<file path="config.mk">
export PLATFORM = sky130hd
export DESIGN_NAME = control_unit
export DESIGN_NICKNAME = d
export VERILOG_FILES = /design/src/rtl/control_unit.sv
export SDC_FILE = /design/constraint.sdc
export NUM_CORES = 1
export LEC_CHECK = 0
export ABC_AREA = 1
export ABC_CLOCK_PERIOD_IN_PS = 4850
export BUFFER_PORTS_ARGS = -buffer_cell sky130_fd_sc_hd__buf_2
export CAP_MARGIN = 20
export CORE_UTILIZATION = 40
export DETAILED_ROUTE_END_ITERATION = 10
export PLACE_DENSITY = 0.84
export SLEW_MARGIN = 20
export SYNTH_ARGS = -nofsm -noshare
export SYNTH_HDL_FRONTEND = slang
export SYNTH_SLANG_ARGS = --single-unit
export TNS_END_PERCENT = 10
</file>
<file path="constraint.sdc">
create_clock -name clock -period 4.85 [get_ports clock]
set_input_delay 0.485 -clock clock [delete_from_list [all_inputs] [get_ports clock]]
set_output_delay 0.485 -clock clock [all_outputs]
set_load 0.01 [all_outputs]
</file>
<file path="src/rtl/control_unit.sv">
// Hardwired Moore sequencer for the Mini-SRC datapath: fetch, then per-opcode execute.
// state | meaning: RST preload PC, T0-T2 fetch, T3-T7 execute, HALT stopped until clear.
module control_unit #(
  parameter logic [31:0] PC_START = 32'd0
) (
  input  logic        clock,
  input  logic        clear,
  input  logic [31:0] IR,
  input  logic        stop,
  output logic        PCout,
  output logic        Zhighout,
  output logic        Zlowout,
  output logic        MDRout,
  output logic        BAout,
  output logic        InPortout,
  output logic        Cout,
  output logic        HIout,
  output logic        LOout,
  output logic        PCin,
  output logic        MARin,
  output logic        MDRin,
  output logic        IRin,
  output logic        Yin,
  output logic        Zhighin,
  output logic        Zlowin,
  output logic        HIin,
  output logic        LOin,
  output logic        OutPortin,
  output logic        CONin,
  output logic        IncPC,
  output logic        Read,
  output logic        Write,
  output logic        Gra,
  output logic        Grb,
  output logic        Grc,
  output logic        Rin,
  output logic        Rout,
  output logic [4:0]  alu_op,
  output logic [31:0] pc_init,
  output logic        pc_load,
  output logic        Run
);

  typedef enum logic [3:0] {
    ST_RST  = 4'd0,
    ST_T0   = 4'd1,
    ST_T1   = 4'd2,
    ST_T2   = 4'd3,
    ST_T3   = 4'd4,
    ST_T4   = 4'd5,
    ST_T5   = 4'd6,
    ST_T6   = 4'd7,
    ST_T7   = 4'd8,
    ST_HALT = 4'd9
  } state_e;

  localparam logic [4:0] OP_LD   = 5'b00000;
  localparam logic [4:0] OP_LDI  = 5'b00001;
  localparam logic [4:0] OP_ST   = 5'b00010;
  localparam logic [4:0] OP_ADD  = 5'b00011;
  localparam logic [4:0] OP_AND  = 5'b00101;
  localparam logic [4:0] OP_OR   = 5'b00110;
  localparam logic [4:0] OP_SHL  = 5'b01011;
  localparam logic [4:0] OP_ADDI = 5'b01100;
  localparam logic [4:0] OP_ANDI = 5'b01101;
  localparam logic [4:0] OP_ORI  = 5'b01110;
  localparam logic [4:0] OP_MUL  = 5'b01111;
  localparam logic [4:0] OP_DIV  = 5'b10000;
  localparam logic [4:0] OP_JR   = 5'b10100;
  localparam logic [4:0] OP_IN   = 5'b10110;
  localparam logic [4:0] OP_OUT  = 5'b10111;
  localparam logic [4:0] OP_MFHI = 5'b11000;
  localparam logic [4:0] OP_MFLO = 5'b11001;
  localparam logic [4:0] OP_HALT = 5'b11011;

  state_e     state_q;
  logic [4:0] op;
  logic       is_alu, is_imm, is_ldi, is_mem, is_md, is_halt;
  state_e     last_st;
  logic       unused_ir;

  assign op        = IR[31:27];
  assign unused_ir = ^IR[26:0];
  assign pc_init   = PC_START;

  assign is_alu  = (op >= OP_ADD) && (op <= OP_SHL);
  assign is_imm  = (op >= OP_ADDI) && (op <= OP_ORI);
  assign is_ldi  = (op == OP_LDI);
  assign is_mem  = (op == OP_LD) || (op == OP_ST);
  assign is_md   = (op == OP_MUL) || (op == OP_DIV);
  assign is_halt = (op == OP_HALT);

  always_comb begin
    last_st = ST_T3;
    if (is_alu || is_imm || is_ldi) last_st = ST_T5;
    else if (is_md)                 last_st = ST_T6;
    else if (is_mem)                last_st = ST_T7;
  end

  always_ff @(posedge clock) begin
    if (clear) begin
      state_q <= ST_RST;
    end else begin
      case (state_q)
        ST_RST:  state_q <= ST_T0;
        ST_HALT: state_q <= ST_HALT;
        ST_T0, ST_T1, ST_T2: state_q <= state_e'(state_q + 4'd1);
        default: begin
          // stop only matters on the edge that ends an instruction
          if (state_q == ST_T3 && is_halt) state_q <= ST_HALT;
          else if (state_q == last_st)     state_q <= stop ? ST_HALT : ST_T0;
          else                             state_q <= state_e'(state_q + 4'd1);
        end
      endcase
    end
  end

  always_comb begin
    PCout = 1'b0; Zhighout = 1'b0; Zlowout = 1'b0; MDRout = 1'b0; BAout = 1'b0;
    InPortout = 1'b0; Cout = 1'b0; HIout = 1'b0; LOout = 1'b0;
    PCin = 1'b0; MARin = 1'b0; MDRin = 1'b0; IRin = 1'b0; Yin = 1'b0;
    Zhighin = 1'b0; Zlowin = 1'b0; HIin = 1'b0; LOin = 1'b0; OutPortin = 1'b0; CONin = 1'b0;
    IncPC = 1'b0; Read = 1'b0; Write = 1'b0;
    Gra = 1'b0; Grb = 1'b0; Grc = 1'b0; Rin = 1'b0; Rout = 1'b0;
    alu_op = 5'd0; pc_load = 1'b0; Run = 1'b1;
    case (state_q)
      ST_RST:  begin Run = 1'b0; pc_load = 1'b1; end
      ST_HALT: Run = 1'b0;
      ST_T0:   begin PCout = 1'b1; MARin = 1'b1; IncPC = 1'b1; PCin = 1'b1; end
      ST_T1:   begin Read = 1'b1; MDRin = 1'b1; end
      ST_T2:   begin MDRout = 1'b1; IRin = 1'b1; end
      ST_T3: begin
        if (is_alu || is_imm) begin
          Grb = 1'b1; Rout = 1'b1; Yin = 1'b1;
        end else if (is_ldi || is_mem) begin
          Grb = 1'b1; BAout = 1'b1; Yin = 1'b1;
        end else if (is_md) begin
          Gra = 1'b1; Rout = 1'b1; Yin = 1'b1;
        end else begin
          case (op)
            OP_IN:   begin InPortout = 1'b1; Gra = 1'b1; Rin = 1'b1; end
            OP_OUT:  begin Gra = 1'b1; Rout = 1'b1; OutPortin = 1'b1; end
            OP_MFHI: begin HIout = 1'b1; Gra = 1'b1; Rin = 1'b1; end
            OP_MFLO: begin LOout = 1'b1; Gra = 1'b1; Rin = 1'b1; end
            OP_JR:   begin Gra = 1'b1; Rout = 1'b1; PCin = 1'b1; end
            default: ;
          endcase
        end
      end
      ST_T4: begin
        if (is_alu) begin
          Grc = 1'b1; Rout = 1'b1; Zlowin = 1'b1; alu_op = op;
        end else if (is_imm || is_ldi || is_mem) begin
          Cout = 1'b1; Zlowin = 1'b1;
          case (op)
            OP_ANDI: alu_op = OP_AND;
            OP_ORI:  alu_op = OP_OR;
            default: alu_op = OP_ADD;
          endcase
        end else if (is_md) begin
          Grb = 1'b1; Rout = 1'b1; Zlowin = 1'b1; Zhighin = 1'b1; alu_op = op;
        end
      end
      ST_T5: begin
        if (is_alu || is_imm || is_ldi) begin
          Zlowout = 1'b1; Gra = 1'b1; Rin = 1'b1;
        end else if (is_mem) begin
          Zlowout = 1'b1; MARin = 1'b1;
        end else if (is_md) begin
          Zlowout = 1'b1; LOin = 1'b1;
        end
      end
      ST_T6: begin
        if (op == OP_LD) begin
          Read = 1'b1; MDRin = 1'b1;
        end else if (op == OP_ST) begin
          Gra = 1'b1; Rout = 1'b1; MDRin = 1'b1;
        end else if (is_md) begin
          Zhighout = 1'b1; HIin = 1'b1;
        end
      end
      ST_T7: begin
        if (op == OP_LD) begin
          MDRout = 1'b1; Gra = 1'b1; Rin = 1'b1;
        end else if (op == OP_ST) begin
          Write = 1'b1;
        end
      end
      default: Run = 1'b0;
    endcase
  end

endmodule
</file>
# Word-level counts from Yosys, hierarchy flattened
# Cells that the tools add are included.
[word_totals]
inputBits = 35
reg_bits = 4
romBits = 0
latchBits = 0
mem_bits_rw = 0
memories = 0
[op_classes]
bitwise_logic = 0
eq_ne = 22
n_reduce_logical = 17
magnitude_cmp = 4
mux = 98
div_mod_pow = 0
n_addsub = 1
n_shift = 0
n_mul = 0
[op_table]
columns = ["operator", "n"]
rows = [
  ["$mux W1", 77],
  ["$eq A5 B5 Y1 const B", 7],
  ["$mux W4", 6],
  ["$mux W5", 4],
  ["$eq A4 B3 Y1 const B", 4],
  ["$eq A5 B4 Y1 const B", 3],
  ["$pmux W1 S2", 6],
  ["$pmux W4 S3", 1],
  ["$le A5 B4 Y1 const B", 2],
  ["$eq A4 B2 Y1 const B", 2],
  ["$eq A4 B4 Y1 const B", 2],
  ["$reduce_or A8 Y1", 1],
  ["$logic_or A1 B1 Y1", 7],
  ["$pmux W1 S3", 2],
  ["$pmux W3 S2", 1],
  ["$reduce_or A3 Y1", 2],
  ["$eq A5 B1 Y1 const B", 1],
  ["$eq A5 B2 Y1 const B", 1],
  ["$ge A5 B2 Y1 const B", 1],
  ["$ge A5 B4 Y1 const B", 1],
  ["$logic_not A5 Y1", 1],
  ["$reduce_or A5 Y1", 1],
  ["$add A4 B1 Y4 const B", 1],
  ["$eq A4 B1 Y1 const B", 1],
  ["5 further kinds", 7],
]

# Logic depth before layout (Yosys ltp)
# Gate-level depths: netlist (run 1).
[logic_depth]
depth_word = 9
ltp_mapped = 12

# Least setup slack after synthesis (run 1)
# No wires, ideal clock.
[synth_path]
kind = "reg-to-output"
from = "register state_q[0]"
to = "output port alu_op[2]"
stages_incl_launch_ff = 8
arrival_ps = 1496
path_buffers = 0
t_required_ps = 4365
slack_ps = 2869
cell_sequence = "dfxtp_1 ha_1 inv_1 nor2_1 inv_2 nor2_1 nor2_1 o32ai_1"
[synth_between]
elab_chain_len = 2
[synth_rtl]
columns = ["item", "line", "text"]
rows = [
  ["from (decl)", "76", "state_e state_q;"],
  ["from (signal assigned)", "107", "ST_T0, ST_T1, ST_T2: state_q <= state_e'(state_q + 4'd1);"],
  ["from (signal assigned)", "111", "else if (state_q == last_st) state_q <= stop ? ST_HALT : ST_T0;"],
  ["from (signal assigned)", "112", "else state_q <= state_e'(state_q + 4'd1);"],
  ["$eq A4 B3 Y1", "126", "case (state_q)"],
  ["$mux W5", "126", ""],
  ["to (decl)", "38", "output logic [4:0] alu_op,"],
]
# No other way between the ends.

# Final worst setup path (run 1)
# Same ends and word-level chain as after synthesis.

==> results of run 1 <==
layer usage:
metal / up-vias / part of all wire
met5: - / 0
met1: 563 / 0.47
met3: 0 / 0.074
met2: 73 / 0.45
li1: 673 / -
met4: 0 / 0
cell families after synthesis:
kind of cell             after synthesis  synth area share
AO/OA/AOI/OAI                         21            0.1112
XOR/XNOR                               1          0.007561
adder cells (fa/ha/maj)                4           0.04320
buffers and inverters                 74            0.3531
flip-flops                             4           0.06912
other                                  1          0.003237
AND/OR/NAND/NOR                      105            0.4125
path summary, 6_finish.rpt:
kind / from / to / slack [ps] / cells past startpoint
hold / removal: clear / state_q[3] / 430 / 2
setup reg to reg: state_q[0] / state_q[0] / 3000 / 7
setup / recovery: state_q[0] / alu_op[2] / 2430 / 8
hold reg to reg: state_q[3] / state_q[3] / 650 / 4
cells in the final DEF (no fill, tap or decap), types with 4 or more instances in the layout:
| master | synthesis | final |
|---|---|---|
| a21oi_1 | 4 | 4 |
| nor2_2 | 6 | 6 |
| conb_1 | 1 | 33 |
| nor3_1 | 7 | 7 |
| nand2_2 | 6 | 6 |
| buf_2 | 0 | 41 |
| nand3_1 | 11 | 11 |
| dfxtp_1 | 4 | 4 |
| nand2_1 | 31 | 31 |
| inv_1 | 35 | 35 |
| inv_2 | 4 | 4 |
| nand4_1 | 6 | 6 |
| o21ai_0 | 7 | 7 |
| nor2_1 | 35 | 35 |
| ha_1 | 4 | 4 |
critical path, delay by kind of cell (launching register included):
| family | cells | cell delay (ps) |
|---|---|---|
| AOI/OAI and AO/OA | 1 | 110 |
| and+or+nand+nor | 3 | 550 |
| adders and majority gates | 1 | 200 |
| buffers and inverters | 3 | 360 |
| DFF | 1 | 490 |
cell type report:
cell class	instances	area [um^2]
Timing Repair Buffer	41	205.2
Tap cell	31	38.79
Clock buffer	3	22.52
Fill cell	294	1475
Inverter	39	146.4
Multi-Input combinational cell	164	789.5
Sequential cell	4	80.08
through the flow:
| stage | area [um^2] | total power, uW | worst slack (ps) | utilization |
|---|---|---|---|---|
| after floorplan | 1279 | 243.9 | 2869 | - |
| after global placement | 1260 | 287.3 | 2600 | 0.4569 |
| after detailed placement | 1260 | 290.3 | 2617 | 0.4569 |
| after CTS | 1282 | 332.5 | 2446 | 0.4651 |
| after global routing | 1282 | 366.2 | 2298 | 0.4651 |
| final | 1282 | 331.3 | 2426 | 0.4651 |
report_power, final:
part           switching (uW)  leakage (uW)  total [uW]  internal (uW)
clock network            11.9     0.0000138        39.5           27.6
logic                     155      0.000728         237           81.8
registers                13.9     0.0000328        55.0           41.1
total                     181      0.000775         331            150
==> results.toml, run 1 <==
[clock_network]
numCtsBuffers = 3
cts_resized = 0
cts_tree = "yes"
cts_root_buf = "clkbuf_4"
clk_pin_slew_ps = 40
insertion_delay_ps = 230
clk_path_buf_depth = 2
cts_setup_buffers = 0
ctsHoldBuffers = 0
clock-sinks = 4
ctsHtreeMaxLevel = 1

[yosys]
synth_cells = 210
yosysTopAreaCellShare = 0.2268
seq_area_frac_synth = 0.06911
synth-seq-cells = 4
synth.yosys.warnings = 0
yosys-top-cells-area = "buf_4 (23%), inv_1 (11%), nor2_1 (11%)"
synth_edf_count = 0
async_reset_ff_frac = 0
synth_common_cells = "buf_4 (35), inv_1 (35), nor2_1 (35), nand2_1 (31), nand3_1 (11)"
synth_area_um2 = 1159
syn_area_per_cell_um2 = 5.517
yosysUniqueCellTypes = 25
synth_top_cell_by_area = "buf_4"
synth_top_flop_cell = "dfxtp_1"

[critical_path]
cp_data_required_time_ps = 4370
arrival_ps = 1940
critPathMostFrequentCell = "nor2_1"
slowest_delay_ps = 490
critPathMaxFanout = 8
crit_path_end_kind = "primary output"
slowest_stage = "dfxtp_1"
critical_path_class = "reg2out"
cp-start-kind = "register"
path_cells = "ha_1 -> inv_1 -> nor2_1 -> inv_2 -> nor2_1 -> nor2_1 -> o32ai_1 -> buf_2"

[routing]
drcViolationCount = 2
routed_wl_um = 2687
avgRoutedWirePerCell_um = 9.528
ant_nets = 0
vias = 1309
drt_iter0_markers = 67
viasPerCell = 4.642
dr.pass1.iters = 7

[placed_design]
io_buffers = 41
placed_cells = 279
gp_congestion = 0.9818
hpwlAfterDp_um = 2298

[sta]
timing.final.crit_share = 0.4998
whs_ps = 431.9
clock.fmax_mhz = 412.5
rsz0062_at_grt = "false"
skew_ps = 0.1549
finalHoldViolations = 0
setup_violations = 0
drv_slew = 0
period_needed_ps = 2424
fin_setup_tns_ps = 0

[layout]
top_regs = "state_q: 4 flops"
top_register = "state_q"
final_layout_size_suffix_gt1_frac = 0.2590
nets = 292
antenna_cells = 0
syn2layout_area_growth_pct = 10.69
largest_register_ffs = 4
fin_cells = 282

[power]
p_leak_uw = 0.0007747
p_per_area_nw_per_um2 = 258.3
ir_drop_v = 0.0001709

[global_routing]
grt_use_met2 = 0.2651
grt_pass1_vias = 1019
antenna_found_initial = 0
grtUsageMet3 = 0.02093
grt_overflow = 0
grt-busiest-layer = "met2"
track_usage = 0.1596
grt_pass1_wl_um = 4229
grt_max_degree = 9
grt_util_met1 = 0.2340

[run_status]
outcome = "finished, violations left"
violations = "DRC"

[flow_run]
cap_violations = 0

[worst_hold_path]
hold_path.class = "in2reg"

[floorplanning]
dieArea_um2 = 3116
die_height_um = 55.82
die_w_um = 55.82
initial_core_util = 0.4201
rows = 19
core_um2 = 2758
pin_count = 102
Power figures use the tool's default switching activity.
==> run 2: changes to the inputs <==
- ABC_AREA: 1 -> 0
- ABC_CLOCK_PERIOD_IN_PS: 4850 -> 2400
- CORE_UTILIZATION: 40 -> 39
- PLACE_DENSITY: 0.84 -> 0.81
- clock period: 4.85 -> 2.4 ns (I/O delays scaled with it)
==> run 2 against run 1 <==
  * The flow still finishes with violations (DRC)
  * Clock power is 110% higher
  * Register-to-register slack worse by 2400 ps
  * Clock-buffer cell count stayed put
  * Die area is 6.7% higher
  * Combinational power is 110% higher
==> results.toml, run 2 <==
[critical_path]
slowest_delay_ps = 550
path_cells = "inv_1 -> ha_1 -> nand4b_1 -> or3b_2 -> o31ai_1 -> buf_2"
cp-start-kind = "register"
ff2ff_setup_slack_ps = 570
crit_path_start = "state_q[1]"
cp_top_family = "simple AND/OR/NAND/NOR gates"
arrival_ps = 1990
crit_path_end_kind = "primary output"
r2r_cells = 7
cp_data_required_time_ps = 2160
critical_path_class = "reg2out"
path_buf_inv = 2
cp-endpoint = "PCin"
slowest_stage = "or3b_2"
critPathMaxFanout = 7
rr_startpoint = "state_q[1]"
worst-path-stages = 6
r2r-end = "state_q[3]"

[layout]
final-seq-area_um2 = 81.33
layout_commonest_cell = "buf_2"
top_regs = "state_q: 4 flops"
largest_register_ffs = 4
multi_input_area_um2 = 897.1
antenna_cells = 0
nets = 255
final_layout_size_suffix_gt1_frac = 0.2430
fin_cells = 245
nFillCells = 294
syn2layout_area_growth_pct = 7.039
final_cell_mix = "buf_2 (41), conb_1 (33), nor2_1 (16), nand2_1 (13), nor2b_1 (9)"
top_register = "state_q"

[placed_design]
placed_cells = 242
io_buffers = 41
post-place-ws_ps = 370.0
hpwlAfterDp_um = 2129
gp_congestion = 0.8943

[sta]
skew_ps = 0.01399
drv_slew = 0
rsz0062_at_grt = "false"
finalHoldViolations = 0
period_needed_ps = 2233
timing.final.crit_share = 0.9303
clock.fmax_mhz = 447.9
fin_setup_tns_ps = 0
setup_violations = 0
finalWorstSetupSlack_ps = 167.4

[power]
power.share.combinational = 0.712
p_switching_uw = 373.3
ir_drop_v = 0.0003746
swShare = 0.5221
p_per_area_nw_per_um2 = 552.7
clkPwrFrac = 0.115
p_leak_uw = 0.0006934
p_seq_frac = 0.172
p_int_uw = 341.7

[yosys]
muxShareOfSynthArea = 0.01760
syn_area_per_cell_um2 = 6.641
async_reset_ff_frac = 0
synth_top_cell_by_area = "buf_4"
synth-seq-cells = 4
synth-simple-area-share = 0.3613
synth_edf_count = 0
synth_fa_ha_area_frac = 0.04141
synth_cells = 182
synth.yosys.warnings = 0
yosysTopAreaCellShare = 0.2174
yosysMostFrequentCell = "buf_4"
seq_area_frac_synth = 0.06625
synth_common_cells = "buf_4 (35), nor2_1 (16), nand2_1 (13), nor2b_1 (9), nor3_1 (8)"
yosys-top-cells-area = "buf_4 (22%), dfxtp_1 (6.6%), nor2_1 (5.0%)"
yosysUniqueCellTypes = 49
synth_top_family_by_area = "simple AND/OR/NAND/NOR gates"
synth_compound_area_frac = 0.2050
synth_area_um2 = 1209
synth_top_flop_cell = "dfxtp_1"
synth-xor-area-share = 0.01449

[clock_network]
clk_pin_slew_ps = 40
clk_path_buf_depth = 2
insertion_delay_ps = 230
numCtsBuffers = 3
ctsHtreeMaxLevel = 1
ctsHoldBuffers = 0
clock-sinks = 4
cts_root_buf = "clkbuf_4"
cts_tree = "yes"

[floorplanning]
core_um2 = 2853
die_height_um = 57.67
pin_count = 102
initial_core_util = 0.4237
dieArea_um2 = 3326
die_w_um = 57.67
rows = 19

[routing]
drt_iter0_markers = 66
routed.top_layer = "met4"
viasPerCell = 5.114
routed_wl_um = 2696
vias = 1253
wl_met2_um = 1210
met3_length_um = 212
drcViolationCount = 9
ant_nets = 0
met1_length_um = 1231
dr.pass1.iters = 8
avgRoutedWirePerCell_um = 11.00

[worst_hold_path]
hold_path.class = "in2reg"

[global_routing]
track_usage = 0.1580
grt_pass1_vias = 984
grt_overflow = 0
grt_max_degree = 20
grt_pass1_wl_um = 4202
antenna_found_initial = 0

[run_status]
outcome = "finished, violations left"
violations = "DRC"

[flow_run]
cap_violations = 0
==> run 2: cell count changes after synthesis, sizes merged, moves of 3 or more <==
| cell | previous run | this run |
|---|---|---|
| nor2b | 0 | 9 |
| inv | 39 | 7 |
| nand2 | 37 | 13 |
| and3 | 0 | 4 |
| buf | 35 | 43 |
| nand4 | 6 | 3 |
| and2 | 0 | 3 |
| nor4 | 0 | 4 |
| nor2 | 41 | 16 |
| nand2b | 0 | 5 |
| nand3 | 13 | 7 |
| clkbuf | 0 | 4 |
==> run 2: final cells by class <==
cell class / instances / share of cell area
Inverter: 7 / 0.02031
Clock buffer: 3 / 0.01741
Multi-Input combinational cell: 156 / 0.6934
Sequential cell: 4 / 0.06286
Tap cell: 31 / 0.02998
Timing Repair Buffer: 44 / 0.1760
==> run 2: repair_timing <==
item,4_1_cts,5_1_grt
endpoints found under the setup margin,0,1
gates resized for setup,0,1
setup buffers,0,0
==> run 2: worst register-to-register path: stages (launching register included) <==
cell and delay [ps]:
dfxtp_1 360, inv_1 130, ha_1 190, nand4b_1 170, nor3b_1 420, a21oi_1 120
nor2b_1 160, a221oi_2 190
==> run 2: power groups by stage <==
stage	Clock, uW	Sequential (uW)	Combinational [uW]
global route	91.1	127	572
detailed placement	0	122	509
CTS	87.6	120	510
finish	82.5	123	509
global placement	0	121	503
floorplan	0	97.6	420
==> run 2: how the worst min path moves through the flow <==
stage               slack, ps    endpoint  cells after the start   from
global placement          440  state_q[3]                      2  clear
CTS                       190  state_q[3]                      2  clear
floorplan                 310  state_q[3]                      1  clear
detailed placement        440  state_q[3]                      2  clear
finish                    200  state_q[3]                      2  clear
global route              200  state_q[3]                      2  clear
==> run 2: layer usage <==
| layer | track usage | vias up |
|---|---|---|
| met5 | 0 | - |
| met4 | 0.06122 | 0 |
| met3 | 0.03125 | 6 |
| met2 | 0.2508 | 59 |
| met1 | 0.2117 | 551 |
| li1 | - | 637 |
==> run 2: metrics by stage <==
stage,power [uW],cell area [um^2],util,hold WS (ps)
final,715.0,1294,0.4535,197.5
after global routing,789.6,1294,0.4535,201.6
after CTS,717.7,1292,0.4531,191.6
after detailed placement,630.8,1270,0.4452,441.5
after global placement,624.7,1270,0.4452,437.8
after floorplan,517.8,1329,-,306.2
==> run 2: cells by family (layout without fill, tap and decap cells) <==
group / count (synthesis) / in the layout
muxes: 2 / 2
DFF: 4 / 4
AOI/OAI and AO/OA: 34 / 34
and+or+nand+nor: 81 / 81
adders and majority gates: 4 / 4
buffers and inverters: 54 / 54
other: 1 / 33
xor gates and xnor gates: 2 / 2
